$ cat config.mk
export PLATFORM = sky130hd
export DESIGN_NAME = fifo_uart_drain
export DESIGN_NICKNAME = d
export VERILOG_FILES = /design/src/rtl/fifo_uart_pkg.sv /design/src/rtl/uart_tx_core.sv /design/src/rtl/fifo_uart_drain.sv
export SDC_FILE = /design/constraint.sdc
export NUM_CORES = 1
export LEC_CHECK = 0
export ABC_AREA = 1
export CAP_MARGIN = 15
export CORE_MARGIN = 5
export CORE_UTILIZATION = 60
export DETAILED_ROUTE_END_ITERATION = 6
export DONT_BUFFER_PORTS = 1
export PLACE_DENSITY_LB_ADDON = 0.2
export SKIP_LAST_GASP = 1
export SLEW_MARGIN = 10
export SYNTH_ARGS = -nofsm -noshare
export SYNTH_HDL_FRONTEND = slang
export SYNTH_SLANG_ARGS = --single-unit
$ cat constraint.sdc
create_clock -name clk -period 1.9 [get_ports clk]
set_input_delay 0.38 -clock clk [delete_from_list [all_inputs] [get_ports clk]]
set_output_delay 0.38 -clock clk [all_outputs]
set_load 0.02 [all_outputs]
$ cat src/rtl/fifo_uart_pkg.sv
// Shared types and sizing helpers for the FIFO-to-UART drain.
package fifo_uart_pkg;

  typedef enum logic [2:0] {
    FETCH_LO,
    GAP_LO,
    FETCH_HI,
    TX_START,
    TX_DATA,
    TX_STOP
  } state_e;

  localparam int UART_DATA_BITS = 8;
  localparam int NIBBLE_WIDTH   = 4;

  function automatic int baud_cnt_width(input int clks_per_bit);
    return (clks_per_bit > 1) ? $clog2(clks_per_bit) : 1;
  endfunction

endpackage

$ cat src/rtl/uart_tx_core.sv
// UART 8N1 serialiser: one load pulse sends a whole frame, done pulses at the end of the stop bit.
module uart_tx_core
  import fifo_uart_pkg::*;
#(
  parameter int CLKS_PER_BIT = 104
) (
  input  logic                      clk,
  input  logic                      rst_n,
  input  logic                      load_i,
  input  logic [UART_DATA_BITS-1:0] byte_i,
  output logic                      tx_o,
  output logic                      tick_o,
  output logic                      last_data_o,
  output logic                      done_o
);

  localparam int                CNT_W          = baud_cnt_width(CLKS_PER_BIT);
  localparam logic [CNT_W-1:0]  CNT_LAST       = CNT_W'(CLKS_PER_BIT - 1);
  localparam logic [3:0]        SLOT_LAST_DATA = 4'(UART_DATA_BITS);
  localparam logic [3:0]        SLOT_STOP      = 4'(UART_DATA_BITS + 1);

  // slot 0 is the start bit, slots 1..8 carry data LSB first, slot 9 is the stop bit
  logic [CNT_W-1:0]          cnt_q, cnt_d;
  logic [3:0]                slot_q, slot_d;
  logic [UART_DATA_BITS-1:0] shift_q, shift_d;
  logic                      tx_q, tx_d;
  logic                      active_q, active_d;

  assign tick_o      = active_q && (cnt_q == CNT_LAST);
  assign last_data_o = (slot_q == SLOT_LAST_DATA);
  assign done_o      = tick_o && (slot_q == SLOT_STOP);
  assign tx_o        = tx_q;

  always_comb begin
    cnt_d    = cnt_q;
    slot_d   = slot_q;
    shift_d  = shift_q;
    tx_d     = tx_q;
    active_d = active_q;
    if (load_i) begin
      shift_d  = byte_i;
      tx_d     = 1'b0;
      cnt_d    = '0;
      slot_d   = '0;
      active_d = 1'b1;
    end else if (tick_o) begin
      cnt_d = '0;
      if (slot_q == SLOT_STOP) begin
        active_d = 1'b0;
      end else begin
        slot_d = slot_q + 4'd1;
      end
      if (slot_q < SLOT_LAST_DATA) begin
        tx_d    = shift_q[0];
        shift_d = {1'b0, shift_q[UART_DATA_BITS-1:1]};
      end else begin
        tx_d = 1'b1;
      end
    end else if (active_q) begin
      cnt_d = cnt_q + CNT_W'(1);
    end
  end

  always_ff @(posedge clk or negedge rst_n) begin
    if (!rst_n) begin
      cnt_q    <= '0;
      slot_q   <= '0;
      shift_q  <= '0;
      tx_q     <= 1'b1;
      active_q <= 1'b0;
    end else begin
      cnt_q    <= cnt_d;
      slot_q   <= slot_d;
      shift_q  <= shift_d;
      tx_q     <= tx_d;
      active_q <= active_d;
    end
  end

endmodule

$ cat src/rtl/fifo_uart_drain.sv
// Pops nibble pairs from a first-word-fall-through FIFO and ships each packed byte as a UART frame.
// A started byte always finishes; enable only gates the first-nibble fetch.
module fifo_uart_drain
  import fifo_uart_pkg::*;
#(
  parameter int CLKS_PER_BIT     = 104,
  parameter bit LOW_NIBBLE_FIRST = 1'b1
) (
  input  logic                    clk,
  input  logic                    rst_n,
  input  logic                    enable,
  input  logic                    fifo_empty,
  input  logic [NIBBLE_WIDTH-1:0] fifo_data,
  output logic                    fifo_pop,
  output logic                    tx,
  output logic                    busy
);

  state_e                    state_q, state_d;
  logic [NIBBLE_WIDTH-1:0]   first_q, first_d;
  logic                      load;
  logic [UART_DATA_BITS-1:0] packed_byte;
  logic                      tick;
  logic                      last_data;
  logic                      done;

  assign packed_byte = LOW_NIBBLE_FIRST ? {fifo_data, first_q} : {first_q, fifo_data};
  assign busy        = (state_q != FETCH_LO);

  always_comb begin
    state_d  = state_q;
    first_d  = first_q;
    fifo_pop = 1'b0;
    load     = 1'b0;
    unique case (state_q)
      FETCH_LO: begin
        if (enable && !fifo_empty) begin
          fifo_pop = 1'b1;
          first_d  = fifo_data;
          state_d  = GAP_LO;
        end
      end
      // lets the FIFO's registered empty flag catch up with the first pop
      GAP_LO:   state_d = FETCH_HI;
      FETCH_HI: begin
        if (!fifo_empty) begin
          fifo_pop = 1'b1;
          load     = 1'b1;
          state_d  = TX_START;
        end
      end
      TX_START: if (tick)              state_d = TX_DATA;
      TX_DATA:  if (tick && last_data) state_d = TX_STOP;
      TX_STOP:  if (done)              state_d = FETCH_LO;
      default:                         state_d = FETCH_LO;
    endcase
  end

  always_ff @(posedge clk or negedge rst_n) begin
    if (!rst_n) begin
      state_q <= FETCH_LO;
      first_q <= '0;
    end else begin
      state_q <= state_d;
      first_q <= first_d;
    end
  end

  uart_tx_core #(
    .CLKS_PER_BIT(CLKS_PER_BIT)
  ) u_tx (
    .clk        (clk),
    .rst_n      (rst_n),
    .load_i     (load),
    .byte_i     (packed_byte),
    .tx_o       (tx),
    .tick_o     (tick),
    .last_data_o(last_data),
    .done_o     (done)
  );

endmodule

==> results of run 1 <==
Yosys cell counts, types with 3 or more instances:
cell type	n	area, um2
o21a_1	3	22.5
or2_0	3	18.8
a21oi_1	5	25.0
nor3_1	4	20.0
o21ai_0	11	55.1
nand3_1	15	75.1
dfrtp_1	27	676
o211ai_1	3	22.5
nor2_1	14	52.6
xor2_1	3	26.3
ha_1	4	50.1
nand2_1	44	165
inv_1	21	78.8
o21ai_1	7	35.0
nand2_2	4	25.0
power by group:
part	total (mW)	leakage [nW]	switching, mW	internal [mW]
registers	0.601	0.351	0.00140	0.599
logic	0.0234	0.462	0.0155	0.00790
clock network	0.391	0.0279	0.177	0.214
total	1.01	0.841	0.194	0.821
flip-flops by register name, indices dropped and copies added, names as in the netlist:
register / count
u_tx.shift_q: 8
u_tx.tx_o: 1
u_tx.slot_q: 4
u_tx.active_q: 1
first_q: 4
u_tx.cnt_q: 7
state_q: 3
cells in the final DEF, fill, tap and decap left out, drive strengths merged, types with 2 or more instances in the layout:
cell / synthesis / routed
a21boi: 2 / 2
a21oi: 7 / 7
buf: 3 / 7
clkbuf: 1 / 3
dfrtp: 27 / 27
ha: 4 / 4
inv: 23 / 23
nand2: 50 / 50
nand3: 15 / 15
nand4: 2 / 2
nor2: 16 / 16
nor3: 4 / 4
o211ai: 3 / 3
o21a: 3 / 3
o21ai: 18 / 18
or2: 4 / 4
xor2: 3 / 3
layer usage:
layer / GRT usage / vias to the layer above / share of wire
met5: 0 / - / 0
met1: 0.233 / 561 / 0.46
li1: - / 627 / -
met4: 0.0805 / 0 / 0.016
met3: 0.0277 / 5 / 0.024
met2: 0.307 / 15 / 0.50
cell type report:
cell class / count / area, um2
fillers: 207 / 774
multi-input cells: 134 / 727
flip-flops and latches: 28 / 702
inverters: 23 / 86.3
repair buffers: 8 / 75.1
well taps: 30 / 37.5
clock inverters: 1 / 30.0
clock buffers: 3 / 22.5
path summary, 6_finish.rpt:
kind                            depth (start not counted)  slack [ps]         endpoint          start
worst min-delay path                                    2         160  u_tx.shift_q[7]   fifo_data[3]
worst min register to register                          2         500       first_q[2]     first_q[2]
min in group asynchronous                               2         460    u_tx.cnt_q[5]          rst_n
worst max register to register                          8         260   u_tx.slot_q[2]  u_tx.cnt_q[0]
max in group asynchronous                               2        1200        u_tx.tx_o          rst_n
worst max-delay path                                    4          50         fifo_pop     state_q[2]
what timing repair did:
action | 4_1_cts | 5_1_grt
pin swaps | 0 | 1
endpoints found under the setup margin | 1 | 1
setup buffers | 3 | 1
gates cloned | 0 | 0
endpoints found under the hold margin | 28 | 0
hold buffers | 2 | 0
resized for setup | 4 | 0
stage by stage:
| step | setup slack, ps | TNS [ps] | std cells | util | instance area, um2 |
|---|---|---|---|---|---|
| 6_report | 51.5 | 0 | 227 | 0.685 | 1680 |
| 5_1_grt | -6.42 | -6.42 | 227 | 0.685 | 1680 |
| 4_1_cts | 12.8 | 0 | 226 | 0.681 | 1670 |
| 3_5_place_dp | 250 | 0 | 217 | 0.631 | 1550 |
| 3_3_place_gp | 276 | 0 | 217 | 0.631 | 1550 |
| 2_1_floorplan | 248 | 0 | 189 | - | 1530 |
worst max-delay path, stage by stage (launching register included):
cell	delay, ps
dfrtp_1	430
nor2_4	150
nand2_4	90
or3_4	370
nand2_4	100
cell families after synthesis:
kind of cell    share of synthesized area
fa+ha+maj                          0.0327
xor+xnor                           0.0172
simple gates                        0.279
compound gates                      0.135
flops                               0.458
buf+inv                            0.0784
==> metrics.cfg, run 1 <==
[global_routing]
grt_pass1_wl_mm = 5.01
first_global_vias = 1185
track_usage = 0.182
antenna_found_initial = 0
grt_max_degree = 29
overflow = 0

[yosys]
synth_cells = 189
ys_ff_latch = 28
syn_nets = 201
ys_seq_area_frac = 0.458
postSynthAreaPerCell_um2 = 8.10
synth-edff-count = 0
ys_types = 30
syn_area_um2 = 1530
synth_ff_type = dfrtp_1
async_flop_share = 1.00
ys.warnings.count = 0

[clock_network]
cts.sink_count = 28
clock_path_buffers = 2
tritoncts = built
insertion_delay_ps = 330
cts_buffers = 3
h-tree-depth = 1
cts-root-buf = clkbuf_4
clkTransAtPathRegs_ps = 160

[pwr]
powerDensity_nw_per_um2 = 604
power_mw = 1.01
vdd_ir_drop_max_v = 0.000445
p_leak_nw = 0.841

[floorplanning]
die_h_um = 60.5
start_util = 0.624
ios = 11
die_w_um = 60.5
core_area_um2 = 2450
rows = 18
die_area_um2 = 3660

[sta]
slew_viol_final = 0
tightestPinTransition_ps = 363
fin_hold_ws_ps = 161
rsz0062_at_grt = true
slew_headroom = 0.756
setup_viol = 0
finClkSkew_ps = 12.2
timing.fmax_ghz = 0.541
hold_viol_final = 0
period_needed_ps = 1850
fin_crit_sh = 0.973

[critical_path]
required_ps = 1520
startpoint_type = register
path_max_fanout = 3
cp.arrival_ps = 1470
worstSetupPathType = register to primary output
cp-end-kind = primary output

[route]
wl_per_cell_um = 12.4
antenna_left = 0
drc = 0
vias_per_cell = 5.32
drtIter0Drc = 57
totalWireLength_mm = 2.81
vias = 1208
firstDrtPassIters = 4

[run]
max_cap_violations = 0

[place]
portBuffers = 0
hpwl_mm = 2.04
gp_congestion = 0.846

[final_layout]
area.growth.synth_to_final_pct = 9.72
drive_gt1_frac = 0.137
n_antenna_cell = 0
nets = 210

[outcome]
status = finished, final reports clean

[hold_path]
min_path_type = input port to register

No activity file was read; power rests on OpenSTA's default activity.
==> run 2: changes to the inputs <==
CORE_UTILIZATION = 56   (was 60)
clock period = 1.6 ns   (was 1.9 ns; I/O delays follow)
==> run 2 against run 1 <==
The flow now finishes with violations (setup timing); clock skew down 10 ps; largest cell class unchanged; hold slack worse by 39 ps; setup slack worse by 170 ps.
==> metrics.cfg, run 2 (synthesized netlist as in run 1, its figures left out) <==
[outcome]
status = finished, violations left
violations = setup timing

[global_routing]
grt_pass1_wl_mm = 5.90
antenna_found_initial = 0
overflow = 0
track_usage = 0.182
grt_max_degree = 29
first_global_vias = 1344

[route]
firstDrtPassIters = 4
vias = 1274
antenna_left = 0
totalWireLength_mm = 3.20
drc = 0
wl_per_cell_um = 13.7
vias_per_cell = 5.47
drtIter0Drc = 56

[critical_path]
required_ps = 1280
worstSetupPathType = register to primary output
cp-end-kind = primary output
r2r-end = state_q[2]
critPathLaunch = state_q[0]
startpoint_type = register
reg2reg_slack_ps = 50
cp.arrival_ps = 1400
path_max_fanout = 2
r2r_start = state_q[2]
cp-endpoint = fifo_pop
reg2regPathDepth = 6

[clock_network]
clkTransAtPathRegs_ps = 150
cts.sink_count = 28
cts_buffers = 3
insertion_delay_ps = 320
tritoncts = built
clock_path_buffers = 2
h-tree-depth = 1
cts-root-buf = clkbuf_4

[final_layout]
multi_input_area_um2 = 739
area.growth.synth_to_final_pct = 12.0
mostFrequentLayoutCells = nand2_1, dfrtp_1, inv_1
design_area_um2 = 1720
top_regs = u_tx.shift_q (8), u_tx.cnt_q (7)
fillCellCount = 239
regMostFlops = u_tx.shift_q
nets = 215
mostFrequentLayoutCell = nand2_1
drive_gt1_frac = 0.183
seq_area_um2 = 702
largest_reg_flops = 8
n_antenna_cell = 0

[floorplanning]
start_util = 0.570
die_area_um2 = 3880
die_h_um = 62.3
rows = 19
ios = 11
die_w_um = 62.3
core_area_um2 = 2690

[pwr]
pwr-share-clk = 0.320
powerDensity_nw_per_um2 = 635
vdd_ir_drop_max_v = 0.000431
p_int_mw = 0.860
p_leak_nw = 0.868
power_frac_seq = 0.655
swShare = 0.211
p_switching_mw = 0.229
p_comb_frac = 0.026

[run]
max_cap_violations = 0

[sta]
fin_ws_ps = -118
finalSetupTns_ps = -118
slew_headroom = 0.702
fin_crit_sh = 1.07
slew_viol_final = 0
setup_viol = 1
finClkSkew_ps = 2.20
tightestPinTransition_ps = 444
rsz0062_at_grt = true
hold_viol_final = 0
period_needed_ps = 1720
timing.fmax_ghz = 0.582

[place]
dpl_cell_area_um2 = 1570
gp_congestion = 0.918
portBuffers = 0
dp_slack_ps = 99.0
hpwl_mm = 2.28

[hold_path]
min_path_type = input port to register

## run 2: changes by cell type in the layout (fill, tap and decap cells not counted), sizes merged
cell    previous run  this run
buf                7        12
bufinv             1         0
clkbuf             3         4
## run 2: critical path, cell delays in order, from the launching register on
cell and delay (ps):
dfrtp_1 440, nor2_4 130, nand2_2 60, or3_4 350, nand2_4 100
## run 2: power groups by stage
stage / registers (mW) / clock network, mW / logic, mW
after global placement: 0.727 / 0 / 0.00692
after detailed placement: 0.727 / 0 / 0.00736
after floorplan: 0.726 / 0 / 0.00582
final: 0.713 / 0.348 / 0.0280
after CTS: 0.714 / 0.359 / 0.0296
after global routing: 0.714 / 0.408 / 0.0341
## run 2: per-layer routing
layer | vias up | part of all wire | GRT usage
met4 | 0 | 0.011 | 0.0716
met3 | 4 | 0.023 | 0.0234
met2 | 30 | 0.51 | 0.313
li1 | 640 | - | -
met1 | 600 | 0.46 | 0.230
met5 | - | 0 | 0
## run 2: area by class of cell
class / instances / area share
Clock buffer: 4 / 0.0212
Inverter: 23 / 0.0503
Multi-Input combinational cell: 134 / 0.431
Sequential cell: 28 / 0.409
Tap cell: 31 / 0.0226
Timing Repair Buffer: 13 / 0.0656
## run 2: repair_timing
| action | in CTS | in global routing |
|---|---|---|
| hold buffers | 2 | 0 |
| pin swaps | 1 | 1 |
| hold endpoints to repair | 28 | 0 |
| resized for setup | 3 | 6 |
| setup buffers | 4 | 2 |
| endpoints found under the setup margin | 1 | 15 |
## run 2: through the flow
step,power [mW],utilization,hold WS (ps),cells
3_5_place_dp,0.734,0.586,25.4,221
6_report,1.09,0.639,122,233
2_1_floorplan,0.732,-,24.4,189
4_1_cts,1.10,0.626,115,231
3_3_place_gp,0.734,0.586,25.4,221
5_1_grt,1.16,0.639,90.0,233
## run 2: how the worst min path moves through the flow
stage / start / endpoint / slack [ps] / depth (start not counted)
floorplan: rst_n / first_q[0] / 20 / 0
global placement: rst_n / state_q[2] / 30 / 0
detailed placement: rst_n / state_q[1] / 30 / 0
CTS: fifo_data[1] / first_q[1] / 110 / 2
global route: fifo_data[1] / first_q[1] / 90 / 2
finish: fifo_data[1] / first_q[1] / 120 / 2
